[src/rtl/hazard_ctrl_unit.sv]
// Hazard control for a five-stage MIPS pipeline: load-use / RAW stalls, branch flushes,
// optional EX forwarding selects (define HAZARD_FORWARDING_EN), saturating stall/flush counters.
module hazard_ctrl_unit #(
    parameter int REG_AW       = 5,
    parameter int FLUSH_CYCLES = 1,
    parameter int CNT_W        = 16
) (
    input  logic              clk,
    input  logic              reset,
    input  logic              i_id_valid,
    input  logic [REG_AW-1:0] i_id_rs,
    input  logic [REG_AW-1:0] i_id_rt,
    input  logic              i_id_uses_rt,
    input  logic              i_ex_mem_read,
    input  logic              i_ex_reg_write,
    input  logic [REG_AW-1:0] i_ex_dst,
    input  logic [REG_AW-1:0] i_ex_rs,
    input  logic [REG_AW-1:0] i_ex_rt,
    input  logic              i_mem_reg_write,
    input  logic [REG_AW-1:0] i_mem_dst,
    input  logic              i_wb_reg_write,
    input  logic [REG_AW-1:0] i_wb_dst,
    input  logic              i_mem_branch_taken,
    output logic              o_pc_write,
    output logic              o_ifid_write,
    output logic              o_idex_bubble,
    output logic              o_ifid_flush,
    output logic              o_idex_flush,
    output logic              o_exmem_flush,
    output logic [1:0]        o_fwd_a,
    output logic [1:0]        o_fwd_b,
    output logic [CNT_W-1:0]  o_stall_cnt,
    output logic [CNT_W-1:0]  o_flush_cnt,
    output logic              o_dbg_state
);

    typedef enum logic {
        ST_RUN   = 1'b0,
        ST_FLUSH = 1'b1
    } state_t;

    localparam logic [2:0] FCNT_RELOAD = 3'(FLUSH_CYCLES - 1);

    state_t           r_state, w_next_state;
    logic [2:0]       r_fcnt, w_next_fcnt;
    logic [CNT_W-1:0] r_stall_cnt, r_flush_cnt;
    logic             w_stall_inc, w_flush_inc;
    logic             w_load_use, w_hazard;

    // Destination x0 never matches, so dst!=0 is folded into the compare.
    function automatic logic id_hits(input logic [REG_AW-1:0] dst);
        return (dst != '0) && ((dst == i_id_rs) || (i_id_uses_rt && (dst == i_id_rt)));
    endfunction

    assign w_load_use = i_id_valid && i_ex_mem_read && id_hits(i_ex_dst);

`ifdef HAZARD_FORWARDING_EN
    function automatic logic [1:0] fwd_sel(input logic [REG_AW-1:0] src);
        if (i_mem_reg_write && (i_mem_dst != '0) && (i_mem_dst == src)) return 2'b10;
        if (i_wb_reg_write && (i_wb_dst != '0) && (i_wb_dst == src))    return 2'b01;
        return 2'b00;
    endfunction

    assign w_hazard = w_load_use;
    assign o_fwd_a  = reset ? 2'b00 : fwd_sel(i_ex_rs);
    assign o_fwd_b  = reset ? 2'b00 : fwd_sel(i_ex_rt);
`else
    logic w_unused_fwd_inputs;

    // Without forwarding any in-flight EX or MEM writer of an ID source must drain first.
    assign w_hazard = w_load_use
                    || (i_id_valid && i_ex_reg_write && id_hits(i_ex_dst))
                    || (i_id_valid && i_mem_reg_write && id_hits(i_mem_dst));
    assign o_fwd_a  = 2'b00;
    assign o_fwd_b  = 2'b00;
    assign w_unused_fwd_inputs = ^{i_ex_rs, i_ex_rt, i_wb_reg_write, i_wb_dst};
`endif

    always_ff @(posedge clk) begin
        if (reset) begin
            r_state <= ST_RUN;
            r_fcnt  <= '0;
        end else begin
            r_state <= w_next_state;
            r_fcnt  <= w_next_fcnt;
        end
    end

    always_comb begin
        w_next_state  = r_state;
        w_next_fcnt   = r_fcnt;
        o_pc_write    = 1'b1;
        o_ifid_write  = 1'b1;
        o_idex_bubble = 1'b0;
        o_ifid_flush  = 1'b0;
        o_idex_flush  = 1'b0;
        o_exmem_flush = 1'b0;
        w_stall_inc   = 1'b0;
        w_flush_inc   = 1'b0;

        case (r_state)
            ST_RUN: begin
                if (i_mem_branch_taken) begin
                    o_ifid_flush  = 1'b1;
                    o_idex_flush  = 1'b1;
                    o_exmem_flush = 1'b1;
                    w_flush_inc   = 1'b1;
                    if (FLUSH_CYCLES > 1) begin
                        w_next_state = ST_FLUSH;
                        w_next_fcnt  = FCNT_RELOAD;
                    end
                end else if (w_hazard) begin
                    o_pc_write    = 1'b0;
                    o_ifid_write  = 1'b0;
                    o_idex_bubble = 1'b1;
                    w_stall_inc   = 1'b1;
                end
            end
            ST_FLUSH: begin
                o_ifid_flush = 1'b1;
                if (i_mem_branch_taken) begin
                    o_idex_flush  = 1'b1;
                    o_exmem_flush = 1'b1;
                    w_flush_inc   = 1'b1;
                    w_next_fcnt   = FCNT_RELOAD;
                end else if (r_fcnt <= 3'd1) begin
                    w_next_state = ST_RUN;
                    w_next_fcnt  = '0;
                end else begin
                    w_next_fcnt = r_fcnt - 3'd1;
                end
            end
            default: begin
                w_next_state = ST_RUN;
                w_next_fcnt  = '0;
            end
        endcase

        // Reset freezes the front end and clears every pipeline register.
        if (reset) begin
            w_next_state  = ST_RUN;
            w_next_fcnt   = '0;
            o_pc_write    = 1'b0;
            o_ifid_write  = 1'b0;
            o_idex_bubble = 1'b1;
            o_ifid_flush  = 1'b1;
            o_idex_flush  = 1'b1;
            o_exmem_flush = 1'b1;
            w_stall_inc   = 1'b0;
            w_flush_inc   = 1'b0;
        end
    end

    always_ff @(posedge clk) begin
        if (reset) begin
            r_stall_cnt <= '0;
            r_flush_cnt <= '0;
        end else begin
            if (w_stall_inc && (r_stall_cnt != '1)) r_stall_cnt <= r_stall_cnt + 1'b1;
            if (w_flush_inc && (r_flush_cnt != '1)) r_flush_cnt <= r_flush_cnt + 1'b1;
        end
    end

    assign o_stall_cnt = r_stall_cnt;
    assign o_flush_cnt = r_flush_cnt;
    assign o_dbg_state = (r_state == ST_FLUSH);

endmodule

[config.mk]
export PLATFORM = sky130hd
export DESIGN_NAME = hazard_ctrl_unit
export DESIGN_NICKNAME = d
export VERILOG_FILES = /design/src/rtl/hazard_ctrl_unit.sv
export SDC_FILE = /design/constraint.sdc
export NUM_CORES = 1
export LEC_CHECK = 0
export ABC_AREA = 1
export CAP_MARGIN = 25
export CORE_MARGIN = 1.5
export CORE_UTILIZATION = 41
export DETAILED_ROUTE_END_ITERATION = 10
export PLACE_DENSITY = 0.75
export SLEW_MARGIN = 25
export SYNTH_ARGS = -nofsm -noshare
export SYNTH_HDL_FRONTEND = slang
export SYNTH_SLANG_ARGS = --single-unit
export TNS_END_PERCENT = 1
[constraint.sdc]
create_clock -name clk -period 1.7 [get_ports clk]
set_input_delay 0.34 -clock clk [delete_from_list [all_inputs] [get_ports clk]]
set_output_delay 0.34 -clock clk [all_outputs]
set_load 0.01 [all_outputs]
==> results <==
==> worst max-delay path, delay by kind of cell <==
| family | cells | cell delay, ns |
|---|---|---|
| buf+inv | 3 | 0.87 |
| simple gates | 1 | 0.13 |
==> worst max-delay path by stage <==
stage	endpoint	slack, ns	depth (start not counted)
4_1_cts	o_exmem_flush	-0.02	4
3_3_place_gp	o_idex_bubble	-0.80	12
3_5_place_dp	o_idex_bubble	-0.81	12
2_1_floorplan	o_stall_cnt[0]	0.03	10
5_1_grt	o_ifid_write	-0.05	13
6_report	o_ifid_flush	0.02	4
==> cells in the final DEF, fill, tap and decap left out, types with 5 or more instances in the layout <==
master           instances
nand2_1                109
inv_1                   57
nor2_1                  42
buf_4                   35
clkdlybuf4s50_1         35
dfxtp_1                 32
inv_2                   18
nand3_1                 15
a21oi_1                 14
nand4_1                 11
nand2_2                 10
buf_6                   10
nor2_2                   7
nor3_1                   7
buf_2                    7
o21ai_0                  6
o21ai_1                  6
o21bai_1                 5
nand2_4                  5
clkbuf_8                 5
==> logic make-up (layout without fill, tap and decap cells) <==
family	after synthesis	count (layout)
and+or+nand+nor	228	228
DFF	36	36
other	1	4
xor gates and xnor gates	8	8
adders and majority gates	4	4
AOI/OAI and AO/OA	38	38
buffers and inverters	87	182
==> state kept, by name, summed over array words and instances (netlist names) <==
register and count:
o_stall_cnt 16, r_fcnt 3, o_dbg_state 1, o_flush_cnt 16
==> per-layer routing <==
layer	wire (um)	up-vias	global-route usage
met3	435	13	0.0393
met4	118	0	0.0586
met1	3030	1239	0.271
li1	-	1430	-
met5	0	-	0
met2	2930	90	0.328
==> per-stage QoR <==
| stage | hold WS (ns) | worst slack, ns | area [um2] |
|---|---|---|---|
| 4_1_cts | 0.500 | -0.0225 | 3470 |
| 3_3_place_gp | 0.474 | -0.795 | 3430 |
| 6_report | 0.499 | 0.0223 | 3610 |
| 5_1_grt | 0.528 | -0.0451 | 3610 |
| 2_1_floorplan | 0.455 | 0.0281 | 2520 |
| 3_5_place_dp | 0.483 | -0.807 | 3430 |
==> timing repair <==
| action | in CTS | in global routing |
|---|---|---|
| endpoints found under the setup margin | 22 | 29 |
| pin swaps | 20 | 28 |
| setup buffers | 1 | 0 |
| gates resized for setup | 116 | 62 |
| cloned | 0 | 0 |
==> final cells by class <==
cell class              instances  area, um2
inverters                      77        299
well taps                      75       93.8
fillers                       550       2310
repair buffers                 97        848
flip-flops and latches         36        726
multi-input cells             282       1530
clock buffers                   6       72.6
clock inverters                 2       35.0
==> power by group through the flow <==
stage | clock network (mW) | registers, mW | logic, mW
finish | 0.757 | 0.854 | 0.317
global route | 0.802 | 0.855 | 0.350
CTS | 0.767 | 0.851 | 0.293
detailed placement | 0 | 0.871 | 0.309
global placement | 0 | 0.870 | 0.305
floorplan | 0 | 0.875 | 0.150
==> results.py <==
metrics = {
    "die": {
        "start_util": 0.423,
        "die_h_um": 81.2,
        "rows": 28,
        "dieArea_um2": 6590,
        "dieWidth_um": 81.2,
        "boundaryPins": 87,
        "fp.coreArea_um2": 5920,
    },
    "setup_path": {
        "end_kind": "output port",
        "r2r-end": "o_flush_cnt[10]",
        "cpMaxStageDelayCell": "clkdlybuf4s50_1",
        "crit_path_start_kind": "input pin",
        "worstPathRequired_ns": 1.36,
        "r2r_slack_ns": 0.09,
        "path_cells": "clkdlybuf4s50_1, clkinv_4, nand3_2, clkdlybuf4s15_2",
        "cp_max_fo": 4,
        "startpoint": "reset",
        "regToRegStartpoint": "o_flush_cnt[1]",
        "crit_arrival_ns": 1.34,
        "worstRegToRegCells": 12,
        "crit_type": "in2out",
        "cpPeakStageDelay_ns": 0.53,
    },
    "power_and_ir_drop": {
        "leakage_nw": 1.69,
        "power.density_nw_per_um2": 534,
        "p_sw_frac": 0.255,
        "intPower_mw": 1.44,
        "p_total_mw": 1.93,
        "p_sw_mw": 0.493,
        "p_comb_frac": 0.165,
        "seqPwrFrac": 0.443,
        "pwr-share-clk": 0.392,
        "ir_worst_vdd_uv": 457,
    },
    "timing": {
        "drv_slew": 0,
        "period_share": 0.987,
        "rsz0062_at_grt": "yes",
        "hold_violations": 0,
        "skew_ns": 0.00583,
        "finalSetupViolations": 0,
        "finalSetupTns_ns": 0,
        "fmax_mhz": 596,
        "layout_min_cycle_time_ns": 1.68,
    },
    "synthesis": {
        "synth_area_um2": 2500,
        "postSynthCellCount": 402,
        "synth_ff_type": "dfxtp_1",
        "synthTopCellsByCount": "nand2_1, inv_1, nor2_1, dfxtp_1, nand3_1",
        "synth_largest_area_cell": "dfxtp_1",
        "synth_top_family_by_area": "simple AND/OR/NAND/NOR gates",
        "yosys-top-cells-area": "dfxtp_1, nand2_1, inv_1, nor2_1, nand3_1",
        "synth-seq-cells": 36,
        "synth_compound_area_frac": 0.0909,
        "muxShareOfSynthArea": 0,
        "synth_top_area_share": 0.288,
        "synth_fa_ha_area_frac": 0.0200,
        "yosysWarnings": 0,
        "synth.avg_cell_area_um2": 6.23,
        "synth_simple_gate_area_frac": 0.423,
        "synth_xor_area_frac": 0.0280,
        "yosysUniqueCellTypes": 37,
        "synth_most_common_cell": "nand2_1",
        "seq_area_frac_synth": 0.288,
        "synth_edf_count": 0,
        "async_flop_share": 0,
    },
    "drt": {
        "ant_nets": 0,
        "vias": 2772,
        "drc": 0,
        "viasPerCell": 4.82,
        "drtPass1Iterations": 5,
        "wirelength_mm": 6.51,
        "wl_per_cell_um": 11.3,
        "first_iter_violations": 134,
    },
    "place": {
        "io_buffer_count": 66,
        "routabilityCongestion": 0.885,
        "placed_cells": 566,
        "dp_hpwl_mm": 4.97,
    },
    "clock_tree": {
        "htreeDepth": 2,
        "cts_tree": "built",
        "clock_latency_ns": 0.29,
        "cts_buffers": 5,
        "clock_path_buffers": 2,
        "root_buffer": "clkbuf_8",
        "cts-hold-fix-buffers": 0,
        "clkTransAtPathRegs_ns": 0.07,
        "cts_sinks": 36,
    },
    "min_path": {
        "hold_start": "r_fcnt[0]",
        "hold_class": "reg2reg",
        "holdPathEnd": "r_fcnt[0]",
        "holdPathStages": 2,
    },
    "layout": {
        "instances_no_fill": 575,
        "nets": 547,
        "final_layout_size_suffix_gt1_frac": 0.260,
        "n_antenna_cell": 0,
        "area_growth_syn_to_layout_pct": 44.1,
        "post-route-util": 0.609,
    },
    "run_status": {
        "status": "completed",
    },
    "flow_run": {
        "max-cap-violations": 0,
    },
    "global_route": {
        "grt_pass1_wl_mm": 10.5,
        "grt_remaining_overflow": 0,
        "antenna_found_initial": 0,
        "grt_start_max_net_pins": 21,
        "grtUsageTotal": 0.202,
        "grt_pass1_vias": 2409,
    },
}
(Power assumes the default switching activity.)
